### src/rtl/ram_arb_pkg.sv
// Shared types and defaults for the two-requester RAM arbiter.
package ram_arb_pkg;

    localparam int unsigned ADDR_W_DEF = 4;
    localparam int unsigned DATA_W_DEF = 8;

    typedef enum logic [1:0] {
        IDLE   = 2'd0,
        ACCESS = 2'd1,
        RESP   = 2'd2,
        DONE   = 2'd3
    } state_t;

endpackage

### src/rtl/rr_pick2.sv
// Two-way round-robin picker: on a tie the requester that was not served last wins.
module rr_pick2 (
    input  logic [1:0] req,
    input  logic       last,
    output logic       valid,
    output logic       sel
);

    always_comb begin
        valid = |req;
        sel   = (req == 2'b11) ? ~last : req[1];
    end

endmodule

### src/rtl/ram_arbiter.sv
// Shares one single-port synchronous RAM between two requesters, one access per
// four cycles, round-robin on simultaneous requests.
module ram_arbiter
    import ram_arb_pkg::*;
#(
    parameter int unsigned ADDR_W = ADDR_W_DEF,
    parameter int unsigned DATA_W = DATA_W_DEF
) (
    input  logic              clk,
    input  logic              rst,
    input  logic              req0,
    input  logic              we0,
    input  logic [ADDR_W-1:0] addr0,
    input  logic [DATA_W-1:0] wdata0,
    input  logic              req1,
    input  logic              we1,
    input  logic [ADDR_W-1:0] addr1,
    input  logic [DATA_W-1:0] wdata1,
    output logic              ack0,
    output logic              ack1,
    output logic [DATA_W-1:0] rdata,
    output logic              busy,
    output logic              grant_id,
    output logic              ram_en,
    output logic              ram_we,
    output logic [ADDR_W-1:0] ram_addr,
    output logic [DATA_W-1:0] ram_wdata,
    input  logic [DATA_W-1:0] ram_rdata
);

    state_t state_q, state_d;
    logic   sel_q, sel_d;
    logic   we_q, we_d;
    logic   last_q, last_d;
    logic   valid_c, pick_c;

    logic              ack0_d, ack1_d, busy_d, grant_d, en_d, rwe_d;
    logic [DATA_W-1:0] rdata_d, wdata_d;
    logic [ADDR_W-1:0] addr_d;

    rr_pick2 u_pick (
        .req   ({req1, req0}),
        .last  (last_q),
        .valid (valid_c),
        .sel   (pick_c)
    );

    // Next state and next values of every registered output.
    always_comb begin
        state_d = state_q;
        sel_d   = sel_q;
        we_d    = we_q;
        last_d  = last_q;
        grant_d = grant_id;
        addr_d  = ram_addr;
        wdata_d = ram_wdata;
        rdata_d = rdata;
        en_d    = 1'b0;
        rwe_d   = 1'b0;
        ack0_d  = 1'b0;
        ack1_d  = 1'b0;

        case (state_q)
            IDLE: begin
                if (valid_c) begin
                    sel_d   = pick_c;
                    we_d    = pick_c ? we1 : we0;
                    addr_d  = pick_c ? addr1 : addr0;
                    wdata_d = pick_c ? wdata1 : wdata0;
                    last_d  = pick_c;
                    grant_d = pick_c;
                    en_d    = 1'b1;
                    rwe_d   = pick_c ? we1 : we0;
                    state_d = ACCESS;
                end
            end
            ACCESS: state_d = RESP;
            RESP: begin
                // RAM read data is valid now; capture it as DONE begins.
                if (!we_q) rdata_d = ram_rdata;
                ack0_d  = ~sel_q;
                ack1_d  = sel_q;
                state_d = DONE;
            end
            DONE:    state_d = IDLE;
            default: state_d = IDLE;
        endcase

        busy_d = (state_d != IDLE);
    end

    always_ff @(posedge clk or posedge rst) begin
        if (rst) begin
            state_q   <= IDLE;
            sel_q     <= 1'b0;
            we_q      <= 1'b0;
            last_q    <= 1'b1;
            grant_id  <= 1'b0;
            ram_addr  <= '0;
            ram_wdata <= '0;
            rdata     <= '0;
            ram_en    <= 1'b0;
            ram_we    <= 1'b0;
            ack0      <= 1'b0;
            ack1      <= 1'b0;
            busy      <= 1'b0;
        end else begin
            state_q   <= state_d;
            sel_q     <= sel_d;
            we_q      <= we_d;
            last_q    <= last_d;
            grant_id  <= grant_d;
            ram_addr  <= addr_d;
            ram_wdata <= wdata_d;
            rdata     <= rdata_d;
            ram_en    <= en_d;
            ram_we    <= rwe_d;
            ack0      <= ack0_d;
            ack1      <= ack1_d;
            busy      <= busy_d;
        end
    end

endmodule
### config.mk
export PLATFORM = sky130hd
export DESIGN_NAME = ram_arbiter
export DESIGN_NICKNAME = d
export VERILOG_FILES = /design/src/rtl/ram_arb_pkg.sv /design/src/rtl/rr_pick2.sv /design/src/rtl/ram_arbiter.sv
export SDC_FILE = /design/constraint.sdc
export NUM_CORES = 1
export LEC_CHECK = 0
export CAP_MARGIN = 20
export CORE_MARGIN = 3
export CORE_UTILIZATION = 43
export CTS_CLUSTER_DIAMETER = 80
export DETAILED_ROUTE_END_ITERATION = 7
export PLACE_DENSITY_LB_ADDON = 0.1
export SLEW_MARGIN = 20
export SYNTH_ARGS = -nofsm -noshare
export SYNTH_HDL_FRONTEND = slang
export SYNTH_SLANG_ARGS = --single-unit
### constraint.sdc
create_clock -name clk -period 3.25 [get_ports clk]
set_input_delay 0.65 -clock clk [delete_from_list [all_inputs] [get_ports clk]]
set_output_delay 0.65 -clock clk [all_outputs]
set_load 0.03 [all_outputs]
## Yosys cells after proc, flatten, opt, wreduce, memory -nomap -nowiden

Index checks and enable logic that the tools add are counted.

- Eq/ne operators: 4
- Muxes and demuxes: 12
- Bitwise logic cells: 3
- Reductions and logical operators: 5

Operator list:

| cell | count |
|---|---|
| $mux 1 | 8 |
| $mux 8 | 1 |
| $pmux 2 s4 | 1 |
| $eq 2x2->1 const B | 3 |
| $mux 4 | 1 |
| $reduce_and 2->1 | 2 |
| $not 1->1 | 3 |
| $eq 2x1->1 const B | 1 |
| $logic_not 2->1 | 1 |
| $mux 2 | 1 |
| $reduce_bool 2->1 | 1 |
| $reduce_or 2->1 | 1 |

- Register bits after elaboration: 30
- Bits of input ports: 38
- Word-level logic and storage cells: 36

## Depth between registers and ports, before layout

- Depth in word-level cells: 5
- Depth in mapped cells: 7
- Gate-level depth less buffers: 6

## Cells and area by module

A second synthesis with hierarchy kept.

- Cells, all modules: 102
- Area, all modules: 1,378.8 um^2

By module, submodules not included:

| module | times used | cells an instance | area an instance (um^2) | sequential area each (um^2) |
|---|---|---|---|---|
| ram_arbiter | 1 | 100 | 1,365.1 | 752.0 |
| rr_pick2 | 1 | 2 | 13.8 | 0.0 |

## Worst setup path after synthesis

No wires, ideal clock.

- Kind: input-to-reg
- From: in req1
- To: reg ram_addr[3]
- Setup time: 120 ps
- Data arrival time: 1,256 ps
- Required time: 3,130 ps
- Slack: 1,874 ps
- Stages on the path: 5
- Path through: o21ai_2 inv_2 buf_6 nor2_1 a21oi_2

- Cells in the longest elaborated chain, start to end: 3
- Elaborated cells between the ends (all ways): 5
- Classes of those cells: eq/ne: 1; mux: 2; reduce/logical: 2

Ends and longest elaborated chain:

| element | RTL line | source |
|---|---|---|
| from (decl) | ram_arbiter.sv:15 | `input logic req1,` |
| $eq 2x2->1 | rr_pick2.sv:11 | `sel = (req == 2'b11) ? ~last : req[1];` |
| $mux 1 | rr_pick2.sv:11 |  |
| $mux 4 | ram_arbiter.sv:68 | `addr_d = pick_c ? addr1 : addr0;` |
| to (signal assigned) | ram_arbiter.sv:113 | `ram_addr <= addr_d;` |
| to (decl) | ram_arbiter.sv:26 | `output logic [ADDR_W-1:0] ram_addr,` |

Parallel ways exist; a longest one is shown, timed or not.
A chain may end at the register's enable or synchronous reset.

==> flow_summary.yaml <==
drt:
  drt_pass1_iterations: 4
  drt_iter0_markers: 21
  avgRoutedWirePerCell_um: 14.2
  ant_nets: 0
  drt-total-wl_um: 3030
  dr_total_vias: 1058
  drc: 0
  viasPerCell: 4.97
setup_path:
  cp-end-kind: "primary output"
  slowest_delay_ns: 0.68
  crit_chain: "clkdlybuf4s50_1"
  cp_num_buf_inv: 1
  cp_top_family: "buffers and inverters"
  crit_fanout: 4
  path_class: "reg -> out"
  arrival_ns: 1.41
  slowest_stage: "clkdlybuf4s50_1"
  worst_ep_required_time_ns: 2.60
  start_kind: "flip-flop"
sta:
  period_needed_ns: 2.06
  worstMarginPinSlew_ns: 0.840
  fin_crit_sh: 0.633
  grt_setup_unrepaired: "no"
  fin_skew_ns: 0.00838
  setup_viol: 0
  setup_tns_ns: 0
  maxSlewHeadroom: 0.436
  hold_viol: 0
  max_freq_mhz: 486
  hold_ws_ns: 0.485
  post-route-worst-setup-slack_ns: 1.19
  slew_violations: 0
synthesis:
  syn_nets: 154
  synth.area.top_cells: "dfrtp_1 55%, a21oi_2 12%, mux2_2 6.8%"
  async_flop_share: 1.00
  yosys_most_used_dff: "dfrtp_1"
  ys_seq_elements: 30
  syn_area_mm2: 0.00132
  synth_cell_types: 23
  avgSynthCellArea_um2: 11.6
  synth_edf_count: 0
  ys_warn_count: 0
  yosys.area.top_type: "dfrtp_1"
  synth_top_area_frac: 0.551
  netlist_instances: 114
  ys_seq_area_frac: 0.571
cts:
  cts_hold_buf: 0
  clock_latency_ns: 0.33
  postCtsSetupRepairBufs: 0
  cts_tree: "built"
  cts_resized: 0
  cts_buffer_depth: 2
  clkTransAtPathRegs_ns: 0.09
  numClockSinks: 30
  cts_root_buf: "clkbuf_4"
  cts_inserted_buffers: 5
  h-tree-depth: 2
die:
  coreArea_mm2: 0.00283
  dieHeight_um: 61.4
  die_w_um: 61.4
  die_area_mm2: 0.00376
  num_rows: 19
  ios: 64
  start_util: 0.466
power:
  powerDensity_mw_per_mm2: 1000
  peakVddDrop_mv: 0.499
  p_leak_nw: 0.846
  finalPower_mw: 2.02
final_layout:
  fin_nets: 221
  final_core_util: 0.713
  seq_area_um2: 752
  fillers: 225
  layout_common_cells: "63 x clkdlybuf4s50_1, 29 x dfrtp_1, 18 x a21oi_2, 15 x nor2_1, 12 x nand2_1"
  layout-drive-gt1-share: 0.225
  mostFrequentLayoutCell: "clkdlybuf4s50_1"
  area_growth_pct: 53.0
  stdcell_count: 213
  design_area_mm2: 0.00202
  antenna_cells: 0
  multi_input_area_um2: 504
worst_hold_path:
  min_path_type: "reg -> reg"
global_routing:
  grt_start_max_net_pins: 31
  met1_usage: 0.181
  grt_pass1_vias: 1108
  grt_antenna_before_repair: 0
  met3_usage: 0.0713
  met2_usage: 0.313
  grt_use_total: 0.176
  grt_overflow_total: 0
  grt_busiest_layer: "met2"
  grt_first_pass_wirelength_um: 4690
placed_design:
  place_inst: 205
  dp_hpwl_um: 2290
  gp_congestion: 0.712
  port_buffers: 63
  place_ws_ns: 0.901
  place_area_mm2: 0.00196
outcome:
  status: "finished clean"
run:
  cap_violations: 0
## logic make-up (layout without fill, tap and decap cells)
group                      Yosys count  after routing  share of synthesized area
muxes                                9              9                     0.0760
adders and majority gates            2              2                     0.0190
AOI/OAI and AO/OA                   32             32                      0.188
DFF                                 30             30                      0.571
and+or+nand+nor                     32             32                     0.0997
buffers and inverters                9             77                     0.0465
## final timing paths
check / start / depth (start not counted) / endpoint / slack (ns)
min in group asynchronous: rst / 3 / we_q / 0.70
min: sel_q / 1 / ack0 / 0.48
min reg2reg: sel_q / 1 / ack0 / 0.48
max: sel_q / 1 / grant_id / 1.19
max in group asynchronous: rst / 3 / last_q / 2.24
max reg2reg: state_q[0] / 4 / rdata[5] / 1.47
## final cells by class
class / instances / share of cell area
clock inverter: 1 / 0.00248
multi-input combinational: 75 / 0.250
tap: 31 / 0.0192
timing repair buffer: 65 / 0.320
sequential: 30 / 0.373
clock buffer: 7 / 0.0273
inverter: 4 / 0.00745
## metal layers
metal	wire length, µm	up-vias
met5	0	-
met1	1140	488
met2	1590	47
met3	250	8
li1	-	515
met4	54	0
## power by group
| group | internal (mW) | switching [mW] | total [mW] |
|---|---|---|---|
| Clock | 0.105 | 0.123 | 0.228 |
| Sequential | 0.562 | 0.0976 | 0.660 |
| Combinational | 0.498 | 0.634 | 1.13 |
| Total | 1.16 | 0.855 | 2.02 |
## worst register-to-register path, cell delays in order (launching register included)
cell	delay (ns)
dfrtp_1	0.40
inv_1	0.09
ha_1	0.21
nor2b_1	0.55
mux2_2	0.41
## state kept, by name (all words and copies together), names as in the netlist
| name | cells |
|---|---|
| rdata | 8 |
| ram_en | 1 |
| ack1 | 1 |
| ram_addr | 4 |
| ram_wdata | 8 |
| we_q | 1 |
| last_q | 1 |
| ack0 | 1 |
| busy | 1 |
| state_q | 2 |
| sel_q | 1 |
| ram_we | 1 |
## cell usage after synthesis (2+ instances only)
cell     number
ha_1          2
nand2_1      12
mux2_2        8
nor2_1       15
dfrtp_1      29
a21oi_1       9
inv_1         3
buf_6         3
a21oi_2      18
nor2b_1       2
No activity file was read; power rests on OpenSTA's default activity.
